## src/rtl/hamming_pkg.sv

```systemverilog
// Shared Hamming helpers: parity sizing and block-position arithmetic.
// Used by hamming_lane_encoder and hamming_stream_packager.
package hamming_pkg;

   // Block positions are 1-indexed; position 2^i carries parity bit i.
   localparam int unsigned POS_FIRST  = 1;
   localparam int unsigned MAX_PARITY = 24;

   // Smallest P with 2^P >= data_width + P + 1.
   function automatic int unsigned get_parity_width(
      input int unsigned data_width
   );
      int unsigned p;
      p = 1;
      for (int unsigned i = 0; i < MAX_PARITY; i++) begin
         if ((32'd1 << p) < data_width + p + 1) begin
            p = p + 1;
         end
      end
      return p;
   endfunction

   // Largest data width a given parity width protects.
   function automatic int unsigned get_data_width(
      input int unsigned parity_width
   );
      return (32'd1 << parity_width) - parity_width - 1;
   endfunction

   function automatic bit is_parity_pos(input int unsigned pos);
      return (pos != 0) && ((pos & (pos - 1)) == 0);
   endfunction

   // Data bit index held at a non-parity position: every position
   // below it that is a power of two is a parity slot, and there are
   // clog2(pos) of those when pos is not itself a power of two.
   function automatic int unsigned data_index(input int unsigned pos);
      return pos - POS_FIRST - $clog2(pos);
   endfunction

endpackage

```

## src/rtl/hamming_lane_encoder.sv

```systemverilog
// Single-lane combinational Hamming encode and pack (even parity).
// Ports: data [DATA_WIDTH] in, block [DATA_WIDTH+parity] out.
module hamming_lane_encoder
   import hamming_pkg::*;
#(
   parameter  int unsigned DATA_WIDTH   = 8,
   localparam int unsigned PARITY_WIDTH = get_parity_width(DATA_WIDTH),
   localparam int unsigned BLOCK_WIDTH  = DATA_WIDTH + PARITY_WIDTH
) (
   input  logic [DATA_WIDTH-1:0]  data,
   output logic [BLOCK_WIDTH-1:0] block
);

   // Data bits whose block position has bit `bit_i` set.
   function automatic logic [DATA_WIDTH-1:0] cover_mask(
      input int unsigned bit_i
   );
      logic [DATA_WIDTH-1:0] m;
      m = '0;
      for (int unsigned pos = POS_FIRST; pos <= BLOCK_WIDTH; pos++) begin
         if (!is_parity_pos(pos) && ((pos >> bit_i) & 32'd1) != 0) begin
            m = m | (DATA_WIDTH'(1) << data_index(pos));
         end
      end
      return m;
   endfunction

   // Positions beyond BLOCK_WIDTH are never generated, so the
   // padded tail of the ideal code is simply absent.
   for (genvar g = 1; g <= BLOCK_WIDTH; g++) begin : g_pos
      if (is_parity_pos(g)) begin : g_par
         localparam int unsigned BIT_I = $clog2(g);
         localparam logic [DATA_WIDTH-1:0] COVER = cover_mask(BIT_I);
         assign block[g-1] = ^(data & COVER);
      end else begin : g_dat
         localparam int unsigned D_IDX = data_index(g);
         assign block[g-1] = data[D_IDX];
      end
   end

endmodule

```

## src/rtl/hamming_stream_packager.sv

```systemverilog
// Two-stage valid/ready pipeline: stage 1 holds raw words, stage 2
// holds Hamming-encoded blocks for LANES independent lanes.
// Ports: clock, resetn (sync, active-low); data/data_valid/data_ready
// in; block/block_valid/block_ready out; block_count (saturating
// output handshakes) with count_clear.
// HAMMING_STREAM_PACKAGER_ERROR_INJECTION_EN adds inject_mask, XORed
// into the block as stage 2 loads.
module hamming_stream_packager
   import hamming_pkg::*;
#(
   parameter  int unsigned DATA_WIDTH   = 8,
   parameter  int unsigned LANES        = 1,
   parameter  int unsigned COUNT_WIDTH  = 16,
   localparam int unsigned PARITY_WIDTH = get_parity_width(DATA_WIDTH),
   localparam int unsigned BLOCK_WIDTH  = DATA_WIDTH + PARITY_WIDTH
) (
   input  logic                         clock,
   input  logic                         resetn,
   input  logic [LANES*DATA_WIDTH-1:0]  data,
   input  logic                         data_valid,
   output logic                         data_ready,
   output logic [LANES*BLOCK_WIDTH-1:0] block,
   output logic                         block_valid,
   input  logic                         block_ready,
   output logic [COUNT_WIDTH-1:0]       block_count,
   input  logic                         count_clear
`ifdef HAMMING_STREAM_PACKAGER_ERROR_INJECTION_EN
   ,
   input  logic [LANES*BLOCK_WIDTH-1:0] inject_mask
`endif
);

   logic                         s1_valid;
   logic [LANES*DATA_WIDTH-1:0]  s1_data;
   logic                         s1_advance;
   logic                         s2_load;
   logic                         block_fire;
   logic [LANES*BLOCK_WIDTH-1:0] enc_block;
   logic [LANES*BLOCK_WIDTH-1:0] s2_next;

   assign block_fire = block_valid && block_ready;

   // Stage 2 takes a word whenever it is empty or emptying now.
   assign s2_load    = s1_valid && (!block_valid || block_ready);
   assign s1_advance = s2_load;

   // Ready may depend on block_ready combinationally; this keeps a
   // full pipeline moving at one word per cycle.
   assign data_ready = !s1_valid || s1_advance;

   always_ff @(posedge clock) begin
      if (!resetn) begin
         s1_valid <= 1'b0;
         s1_data  <= '0;
      end else begin
         if (data_ready) begin
            s1_valid <= data_valid;
         end
         if (data_valid && data_ready) begin
            s1_data <= data;
         end
      end
   end

   for (genvar k = 0; k < LANES; k++) begin : g_lane
      hamming_lane_encoder #(
         .DATA_WIDTH (DATA_WIDTH)
      ) u_enc (
         .data  (s1_data[k*DATA_WIDTH +: DATA_WIDTH]),
         .block (enc_block[k*BLOCK_WIDTH +: BLOCK_WIDTH])
      );
   end

`ifdef HAMMING_STREAM_PACKAGER_ERROR_INJECTION_EN
   // Mask is captured with the block; a held block ignores it.
   assign s2_next = enc_block ^ inject_mask;
`else
   assign s2_next = enc_block;
`endif

   always_ff @(posedge clock) begin
      if (!resetn) begin
         block_valid <= 1'b0;
         block       <= '0;
      end else if (s2_load) begin
         block_valid <= 1'b1;
         block       <= s2_next;
      end else if (block_fire) begin
         block_valid <= 1'b0;
      end
   end

   always_ff @(posedge clock) begin
      if (!resetn) begin
         block_count <= '0;
      end else if (count_clear) begin
         block_count <= '0;
      end else if (block_fire && (block_count != '1)) begin
         block_count <= block_count + 1'b1;
      end
   end

endmodule

```

## config.mk

```make
export PLATFORM = sky130hd
export DESIGN_NAME = hamming_stream_packager
export DESIGN_NICKNAME = d
export VERILOG_FILES = /design/src/rtl/hamming_pkg.sv /design/src/rtl/hamming_lane_encoder.sv /design/src/rtl/hamming_stream_packager.sv
export SDC_FILE = /design/constraint.sdc
export NUM_CORES = 1
export LEC_CHECK = 0
export CAP_MARGIN = 20
export CORE_AREA = 2 2 62 64
export CTS_CLUSTER_SIZE = 12
export DETAILED_ROUTE_END_ITERATION = 12
export DIE_AREA = 0 0 64 66
export GPL_TIMING_DRIVEN = 0
export PLACE_DENSITY = 0.82
export SYNTH_ARGS = -nofsm -noshare
export SYNTH_HDL_FRONTEND = slang
export SYNTH_SLANG_ARGS = --single-unit
```

## constraint.sdc

```tcl
create_clock -name clock -period 4.95 [get_ports clock]
set_input_delay 0.495 -clock clock [delete_from_list [all_inputs] [get_ports clock]]
set_output_delay 0.495 -clock clock [all_outputs]
set_load 0.03 [all_outputs]
```

==> impl_results.md, run 1 <==
- Status: finished, final reports clean
- Final hold viol count: 0
- WS Path Type: primary input to primary output
- Max-slew violations: 0
- Syn nets: between 200 and 250
- Pleak: 0.000835 uW
- Normalized max-slew margin: 0.675
- # nets final: 270
- Seq cells post-synth: 38
- Worst R2R Setup Slack: 2910 ps
- Synthesis-to-layout area growth: 30.2%
- Ranking of synthesized cells by area: dfxtp_1, nand2_1, a21boi_0, xnor2_1, nand3_1
- Layout Cells excl Fill: between 300 and 400
- DRC Markers: 0
- CP Data Arrival Time: between 2000 and 2500 ps
- Worst setup SP type: primary input
- HPWL after detailed placement: 2940 um
- Sequential area share after synthesis: 0.419
- Hold Path Depth: 2
- Vias in the first global route: 1488
- Synthesized area per cell: 8.73 um^2
- Post-synth cell types: 39
- RR Endpoint: block_count[2]
- Clock latency at the later pin of the worst-skew pair: around 350 ps
- Reg-to-Reg Start: block_count[0]
- Clock Skews: 8.63 ps
- Hold path endpoint: block[0]
- Largest net degree at the start of global routing: 13
- Final Setup Violations: 0
- Postcts setup bufs: 0
- Die ar.: 4220 um^2
- Layout fillers: 304
- Core area: approximately 3600 um^2
- GPL Wtd Cong: 0.847
- Initial DRC Count: 63
- Hold_sp: block[0]
- Max-capacitance violation count: 0
- Port Buffer Count: 41
- Final period util: 0.560
- Cts-stage hold buffer count: 0
- First-pass GRT wire length: 6780 um
- Cts bufs inserted: 5
- Die H: 66 um
- Peak supply drop: 0.166 mV
- Site Rows: 22
- Initial antenna violation count: 0
- Final antenna-violating net count: 0
- Layout cells sized above 1: 0.0467
- Worst-margin pin slew: 488 ps
- Vias: around 1700
- DRT Wirelength: 4040 um
- CTS tree: built
- Netlist Area Pre-Place: approximately 1800 um^2
- FMAX: around 360 MHz
- Area share of the largest cell type after synthesis: 0.419
- Synth Instances: around 210
- Total Routing Usage GR: 0.209
- Post-CTS resize count: 0
- Dpl cells: 297
- Max FO, Critical Path: 10
- Clock root buffer master: clkbuf_4
- H-Tree Level Count: 2
- CTS clk-pin slew, worst paths: 100 ps
- Cell taking the most area after synthesis: dfxtp_1
- Inserted Diodes: 0
- Min cycle time layout: approximately 2800 ps
- RSZ-0062 raised after global routing: false
- Critical Path RT: around 4500 ps
- Yosys warnings: 0
- CTS max path bufs: 2
- TritonRoute pass-1 iters: 4
- # clock sinks: 38
- Gr ovfl total: 0
- Top-level port count: 43
- Wirelength per Cell: 13.2 um
- TNS Setup: 0 ps
- Hold Worst Slack: 467 ps
- PwrDens: 256 nW/um^2
- Reg2Reg Depth: 6
- DR vias/cell: 5.51
- Setup crit end kind: primary output
- Fin util: 0.666
- Type of the tightest min-delay check: flop to flop
- DIE WIDTH: 64 um
- Starting Density: 0.511
-- registers in the layout, summed over array words and instances (netlist names) --
register and flops:
block_count 16, block 12, s1_data 8, s1_valid 1
block_valid 1
-- critical path: stages --
cell and delay [ps]:
clkdlybuf4s50_1 580, nand3b_1 160, clkbuf_1 300, clkdlybuf4s50_1 740
-- worst max-delay path by stage --
stage                    from              to  slack, ps  cells past startpoint
2_1_floorplan  block_count[0]  block_count[2]       3070                      6
3_3_place_gp      block_ready      data_ready       2160                      4
3_5_place_dp      block_ready      data_ready       2180                      4
4_1_cts           block_ready      data_ready       2160                      4
5_1_grt           block_ready      data_ready       2030                      4
6_report          block_ready      data_ready       2180                      4
-- per-layer routing --
| metal | wire length [um] | part of all wire | global-route usage | up-vias |
|---|---|---|---|---|
| li1 | - | - | - | 849 |
| met1 | 1940 | 0.48 | 0.275 | 774 |
| met2 | 1810 | 0.45 | 0.322 | 50 |
| met3 | 208 | 0.052 | 0.0579 | 9 |
| met4 | 78 | 0.019 | 0.0924 | 0 |
| met5 | 0 | 0 | 0 | - |
-- layout by cell type, fill, tap and decap left out, types with 2 or more instances in the layout --
cell / count
nand2_1: 45
nor2b_1: 2
inv_1: 3
and4_1: 3
a31oi_1: 3
clkbuf_1: 9
nand3_1: 11
nor3_1: 2
xor2_1: 2
mux2i_1: 4
nor2_1: 5
or4_1: 6
nand4_1: 7
clkbuf_4: 5
o211ai_1: 2
a21boi_0: 20
a311oi_1: 2
xnor2_1: 8
a21oi_1: 5
clkdlybuf4s50_1: 41
o211a_1: 2
a211oi_1: 3
dfxtp_1: 38
nand2b_1: 5
o31ai_1: 3
clkinv_2: 2
nor4_1: 3
-- layout make-up --
cell class              count  area, um^2  share of cell area
plain buffers              10        38.8              0.0164
clock buffers               5        37.5              0.0159
clock inverters             3        40.0              0.0169
inverters                   3        11.3             0.00476
multi-input cells         157        1000               0.425
flip-flops and latches     38         761               0.322
well taps                  48        60.1              0.0254
repair buffers             41         410               0.174
-- Yosys cell counts, drive strengths merged --
cell,number
o211ai,2
nand2,45
buf,1
o211a,2
nand2b,5
and4,3
o21ai,1
and3,1
ha,1
dfxtp,38
a21oi,5
xnor2,8
or4,6
xnor3,1
nand4,8
a311oi,2
and2,2
mux2i,4
nor4,4
nand3b,1
or3,1
o2111ai,1
a31oi,3
a41o,1
o31ai,3
o2111a,1
nand3,12
nor2b,2
clkbuf,9
nor3,2
a211oi,3
inv,3
a21boi,20
xor2,2
nor2,5
-- metrics by stage --
stage,area (um^2),total power (uW),worst slack [ps]
global placement,2290,400,2160
finish,2360,604,2180
floorplan,1820,373,3070
CTS,2360,607,2160
detailed placement,2290,402,2180
global route,2360,628,2030
-- logic make-up after synthesis --
| group | count (synthesis) | share of synthesized area |
|---|---|---|
| adders and majority gates | 1 | 0.00689 |
| xor gates and xnor gates | 11 | 0.0607 |
| and+or+nand+nor | 97 | 0.284 |
| buffers and inverters | 13 | 0.0276 |
| muxes | 4 | 0.0221 |
| DFF | 38 | 0.419 |
| AOI/OAI and AO/OA | 44 | 0.180 |
-- power breakdown --
| group | internal [uW] | switching [uW] | leakage (uW) |
|---|---|---|---|
| Clock | 105 | 105 | 0.0000450 |
| Combinational | 35.1 | 36.0 | 0.000481 |
| Sequential | 315 | 8.98 | 0.000309 |
Note: power is estimated with default switching activity, not from simulation.
==> inputs of run 2 (changes only) <==
Settings changed: CORE_AREA 2 2 62 64 to 2 2 68 70, DIE_AREA 0 0 64 66 to 0 0 70 72, PLACE_DENSITY 0.82 to 0.72.
Clock period 4.95 ns to 2.45 ns, I/O delays scaled along.
==> run 2 against run 1 <==
Via count is 0.95% lower. Cell count up 1.3%. Wire length rose by 0.55%. First-iteration DRC count up 13%. Worst setup slack worse by 2000 ps. Register-to-register slack lost 2500 ps. Sequential share of layout area down 0.30 points. Clock-buffer cell count rose by 1. Critical path depth unchanged. Power is 110% higher. Combinational power increased by 100%. Core utilization decreased by 11 points.
==> impl_results.md, run 2 (synthesis gave the netlist of run 1 again) <==
- Hold Path Depth: 3 (+1)
- PwrDens: 523 nW/um^2 (+100%)
- GPL Wtd Cong: 0.805 (-5.0%)
- Gr ovfl total: 0 (unchanged)
- Area after DPL: 2290 um^2 (+0.22%)
- Worst R2R Setup Slack: 450 ps (-2460 ps)
- DR vias/cell: 5.39 (-2.2%)
- Post-CTS resize count: 0 (unchanged)
- Cell Int Power: 932 uW (+110%)
- Hold_sp: data_valid
- Layout cells sized above 1: 0.0467 (unchanged)
- Vias: 1666 (-0.95%)
- DRT Wirelength: 4060 um (+0.55%)
- Max-slew violations: 0 (unchanged)
- # clock sinks: 38 (unchanged)
- Inserted Diodes: 0 (unchanged)
- Final hold viol count: 0 (unchanged)
- Largest register by flop count: block_count
- Cts-stage hold buffer count: 0 (unchanged)
- Top Metal Used: met4
- Hold path endpoint: s1_valid
- Initial antenna violation count: 0 (unchanged)
- Critical Path RT: 2200 ps (-2250 ps)
- Reg power frac: 0.523 (-0.013)
- RR Endpoint: block_count[2]
- Max-capacitance violation count: 0 (unchanged)
- Largest net degree at the start of global routing: 13 (unchanged)
- Clock Skews: 10.1 ps (+1.46 ps)
- Crit path cell chain: clkdlybuf4s50_1 -> nand3b_1 -> clkbuf_1 -> clkdlybuf4s50_1
- CTS clk-pin slew, worst paths: 70 ps (-30 ps)
- Switching Share: 0.253 (+0.00537)
- Critical path's top delay family: buffers and inverters
- Reg2Reg Depth: 6 (unchanged)
- Final instance area: 2390 um^2 (+0.95%)
- Postcts setup bufs: 0 (unchanged)
- Layout Cells excl Fill: 309 (+1.3%)
- Dpl cells: 301 (+1.3%)
- WL met1: 1980 um (+2.2%)
- DRC Markers: 0 (unchanged)
- Combinational power share: 0.115 (-0.003)
- Vias in the first global route: 1503 (+1.0%)
- Site Rows: 24 (+9.1%)
- # nets final: 270 (unchanged)
- Final antenna-violating net count: 0 (unchanged)
- Die H: 72 um (+9.1%)
- Multi-input gate area: 1000 um^2 (unchanged)
- WS Path Type: primary input to primary output
- Metal2 WL: 1820 um (about the same)
- FMAX: about 430 MHz
- Total Power: 1250 uW (+110%)
- Port Buffer Count: 41 (unchanged)
- Top-level port count: 43 (unchanged)
- TritonRoute pass-1 iters: 4 (unchanged)
- Final Setup Violations: 0 (unchanged)
- Clock latency at the later pin of the worst-skew pair: 290 ps (-60 ps)
- Reg-to-Reg Start: block_count[0]
- CP bufs+invs: 3 (unchanged)
- Max stage delay cell, worst path: clkdlybuf4s50_1
- Wire length on met3: 199 um (-4.3%)
- Die ar.: 5040 um^2 (+19%)
- Synthesis-to-layout area growth: 31.4%
- H-Tree Level Count: 2 (unchanged)
- First-pass GRT wire length: 6920 um (+2.1%)
- Status: finished, final reports clean
- FF/Latch Area: 761 um^2 (unchanged)
- CTS tree: built
- Worst-margin pin slew: 494 ps (+6.38 ps)
- Total Routing Usage GR: 0.171 (-0.0385)
- Final period util: 0.938
- Peak supply drop: 0.304 mV (+83%)
- Worst setup SP type: primary input
- Psw: 316 uW (+110%)
- Layout fillers: 415 (+37%)
- Clock power share: 0.362 (+0.015)
- Initial DRC Count: 71 (+13%)
- Most frequent cells in the layout: nand2_1, clkdlybuf4s50_1, dfxtp_1
- Top Registers: block_count x16, block x12, s1_data x8
- Largest register FFs: 16 (unchanged)
- Wirelength per Cell: 13.1 um (-0.76%)
- CTS max path bufs: 2 (unchanged)
- Core area: 4260 um^2 (+20%)
- Cts bufs inserted: 5 (unchanged)
- Type of the tightest min-delay check: primary input to flop
- Max FO, Critical Path: 10 (unchanged)
- Setup crit end kind: primary output
- Critical Path Most Common Cell: clkdlybuf4s50_1
- CP Data Arrival Time: 2050 ps (-230 ps)
- Starting Density: 0.426 (-0.0855)
- HPWL after detailed placement: 2970 um (+1.0%)
- Clock root buffer master: clkbuf_8
- TNS Setup: 0 ps (unchanged)
- Crit-path max cell delay: 740 ps (about the same)
- Most common cell after layout, fill and taps aside: nand2_1
- Pleak: 0.000837 uW (+0.27%)
- Normalized max-slew margin: 0.671 (-0.00425)
- Min cycle time layout: 2300 ps
- Hold Worst Slack: 327 ps (-140 ps)
- DIE WIDTH: 70 um (+9.4%)
- RSZ-0062 raised after global routing: false
==> run 2: cell types whose count changed in the layout (fill, tap and decap cells not counted) <==
| cell | before | now |
|---|---|---|
| clkbuf_8 | 0 | 6 |
| bufinv_16 | 1 | 0 |
| clkinvlp_4 | 0 | 1 |
| clkbuf_4 | 5 | 0 |
| clkinv_2 | 2 | 1 |
==> run 2: area by class of cell <==
cell class,instances,area share
Buffer,10,0.0163
Sequential cell,38,0.319
Clock inverter,2,0.00524
Tap cell,52,0.0273
Inverter,3,0.00472
Clock buffer,6,0.0346
Timing Repair Buffer,41,0.172
Multi-Input combinational cell,157,0.421
==> run 2: power by group through the flow <==
stage | Clock [uW] | Combinational, uW | Sequential (uW)
after floorplan | 0 | 72.0 | 683
after global placement | 0 | 143 | 667
after detailed placement | 0 | 144 | 668
after CTS | 465 | 145 | 653
after global routing | 488 | 159 | 656
final | 452 | 143 | 653
==> run 2: worst register-to-register path, stage by stage (launching register included) <==
cell and delay (ps):
dfxtp_1 440, ha_1 340, nand4_1 190, nor4_4 320, buf_2 280, nor2_1 100, a311oi_1 250
==> run 2: per-layer routing <==
layer / track usage / vias up
met5: 0 / -
met4: 0.0641 / 0
met3: 0.0431 / 9
met2: 0.269 / 36
met1: 0.228 / 776
li1: - / 845
==> run 2: worst max-delay path by stage <==
| stage | startpoint | endpoint | slack [ps] | cells after the start |
|---|---|---|---|---|
| after global placement | block_ready | data_ready | 160 | 4 |
| final | block_ready | data_ready | 150 | 4 |
| after CTS | block_ready | data_ready | 140 | 4 |
| after floorplan | block_count[0] | block_count[2] | 570 | 6 |
| after global routing | block_ready | data_ready | 20 | 4 |
| after detailed placement | block_ready | data_ready | 160 | 4 |
==> run 2: per-stage QoR <==
| step | setup slack, ps | util |
|---|---|---|
| 3_5_place_dp | 156 | 0.537 |
| 3_3_place_gp | 156 | 0.537 |
| 6_report | 151 | 0.560 |
| 4_1_cts | 144 | 0.560 |
| 2_1_floorplan | 571 | - |
| 5_1_grt | 17.8 | 0.560 |
==> inputs of run 3 (changes only) <==
Clock period 2.45 ns to 1.8 ns, I/O delays scaled along.
==> run 3 against run 2 <==
Critical path depth stayed put. Clock-buffer cell count is the same. Via count increased by 1.9%. Combinational power is 36% higher. Flip-flop and latch count unchanged. First-iteration DRC count grew 8.5%. Power up 36%.
==> impl_results.md, run 3 (synthesis gave the netlist of run 1 again) <==
- Multi-input gate area: 1020 um^2 (+1.2%)
- PwrDens: 698 nW/um^2 (+33%)
- DR vias/cell: 5.47 (+1.5%)
- Max stage delay cell, worst path: or4_1
- Wirelength per Cell: 13.2 um (+0.49%)
- Normalized max-slew margin: 0.671 (about the same)
- Met1 GRT Util: 0.234 (+0.00560)
- Clock Skews: 11.9 ps (+1.83 ps)
- Top-level port count: 43 (unchanged)
- WS Path Type: flop to flop
- Hold Worst Slack: 300 ps (-26.8 ps)
- Vias in the first global route: 1474 (-1.9%)
- CTS tree: built
- Clock power share: 0.362 (about the same)
- GRT busiest layer: met2
- Worst setup SP type: flop
- Core area: 4260 um^2 (unchanged)
- CTS clk-pin slew, worst paths: 80 ps (about the same)
- Type of the tightest min-delay check: primary input to flop
- Site Rows: 24 (unchanged)
- Largest register by flop count: block_count
- TNS Setup: 0 ps (unchanged)
- Max-slew violations: 0 (unchanged)
- Initial DRC Count: 77 (+8.5%)
- Area after DPL: 2300 um^2 (+0.44%)
- First-pass GRT wire length: 6770 um (-2.2%)
- Final antenna-violating net count: 0 (unchanged)
- Max FO, Critical Path: 6 (-4)
- Largest register FFs: 16 (unchanged)
- Psw: 430 uW (+36%)
- Final instance area: 2430 um^2 (+1.9%)
- TritonRoute pass-1 iters: 4 (unchanged)
- Final period util: 0.950
- # nets final: 271 (+0.37%)
- CTS max path bufs: 2 (unchanged)
- M3 GR Usage: 0.0403 (-0.00278)
- Gr ovfl total: 0 (unchanged)
- Final hold viol count: 0 (unchanged)
- RSZ-0062 raised after global routing: false
- H-Tree Level Count: 2 (unchanged)
- DIE WIDTH: 70 um (unchanged)
- Total Routing Usage GR: 0.164 (-0.00669)
- Peak supply drop: 0.618 mV (+100%)
- Vias: 1697 (+1.9%)
- Synthesis-to-layout area growth: 33.9%
- Crit-path max cell delay: 570 ps (-170 ps)
- FF/Latch Area: 776 um^2 (+2.0%)
- Critical Path RT: 2030 ps (-170 ps)
- Die ar.: 5040 um^2 (unchanged)
- Largest net degree at the start of global routing: 13 (unchanged)
- DRT Wirelength: 4090 um (+0.81%)
- DRC Markers: 0 (unchanged)
- HPWL after detailed placement: 2950 um (-0.76%)
- Most frequent cells in the layout: nand2_1, clkdlybuf4s50_1, dfxtp_1
- Status: finished, final reports clean
- Switching Share: 0.254 (+0.000301)
- Final Setup Violations: 0 (unchanged)
- # clock sinks: 38 (unchanged)
- Met2 usage: 0.243 (-0.0254)
- Die H: 72 um (unchanged)
- Critical Path Most Common Cell: or4_1
- Fin util: 0.570 (+0.0106)
- Initial antenna violation count: 0 (unchanged)
- Port Buffer Count: 41 (unchanged)
- Cell Int Power: 1270 uW (+36%)
- Clock root buffer master: clkbuf_8
- Cts-stage hold buffer count: 0 (unchanged)
- Worst-margin pin slew: 494 ps (-0.673 ps)
- Clock latency at the later pin of the worst-skew pair: 290 ps (about the same)
- Starting Density: 0.426 (unchanged)
- Crit path cell chain: nand3_2 -> or4_1 -> or4_1 -> nand2_1
- Setup crit end kind: flop
- Layout cells sized above 1: 0.0930 (+0.0463)
- Cts bufs inserted: 5 (unchanged)
- Min cycle time layout: 1710 ps
- Pleak: 0.000858 uW (+2.5%)
- Layout fillers: 404 (-2.7%)
- Most common cell after layout, fill and taps aside: nand2_1
- CP Data Arrival Time: 1940 ps (-110 ps)
- Reg power frac: 0.523 (about the same)
- FMAX: 585 MHz
- Combinational power share: 0.115 (about the same)
- Inserted Diodes: 0 (unchanged)
- Max-capacitance violation count: 0 (unchanged)
- Top Registers: block_count x16, block x12, s1_data x8
- GPL Wtd Cong: 0.841 (+4.4%)
-- run 3: power groups by stage --
stage               clock, uW  sequential [uW]  combinational (uW)
global placement            0              909                 193
finish                    614              888                 194
floorplan                   0              929                98.0
global route              664              891                 214
CTS                       627              890                 196
detailed placement          0              910                 195
-- run 3: worst paths after layout --
path	start	end	slack, ps	cells past startpoint
min reg2reg	block[1]	block[1]	470	2
max reg2reg	block_count[7]	block_count[13]	90	4
min	data_valid	s1_valid	300	3
max	block_count[7]	block_count[13]	90	4
-- run 3: routing by layer --
layer  vias up  routed length, um
li1        860                  -
met1       792               2090
met2        40               1740
met3         5                198
met4         0                 62
met5         -                  0
-- run 3: layout make-up --
type | count | share of cell area
Multi-Input combinational cell | 157 | 0.418
Clock inverter | 2 | 0.00515
Inverter | 3 | 0.00463
Buffer | 10 | 0.0196
Tap cell | 52 | 0.0268
Sequential cell | 38 | 0.319
Clock buffer | 6 | 0.0340
Timing Repair Buffer | 42 | 0.172
-- run 3: repair_timing --
| action | in CTS | in global routing |
|---|---|---|
| endpoints found under the setup margin | 3 | 8 |
| pin swaps | 0 | 2 |
| cloned | 0 | 0 |
| gates resized for setup | 4 | 6 |
| buffers inserted | 0 | 1 |
-- run 3: worst max-delay path: cells and delay by family (launching register included) --
family,cells,cell delay [ps]
flops,1,410
simple gates,4,1240
-- run 3: stage by stage --
| stage | setup WS (ps) | instances | power [uW] |
|---|---|---|---|
| 6_report | 90.1 | 310 | 1700 |
| 5_1_grt | 11.5 | 310 | 1770 |
| 4_1_cts | 15.7 | 309 | 1710 |
| 3_5_place_dp | -431 | 301 | 1110 |
| 3_3_place_gp | -435 | 301 | 1100 |
| 2_1_floorplan | 7.01 | 208 | 1030 |
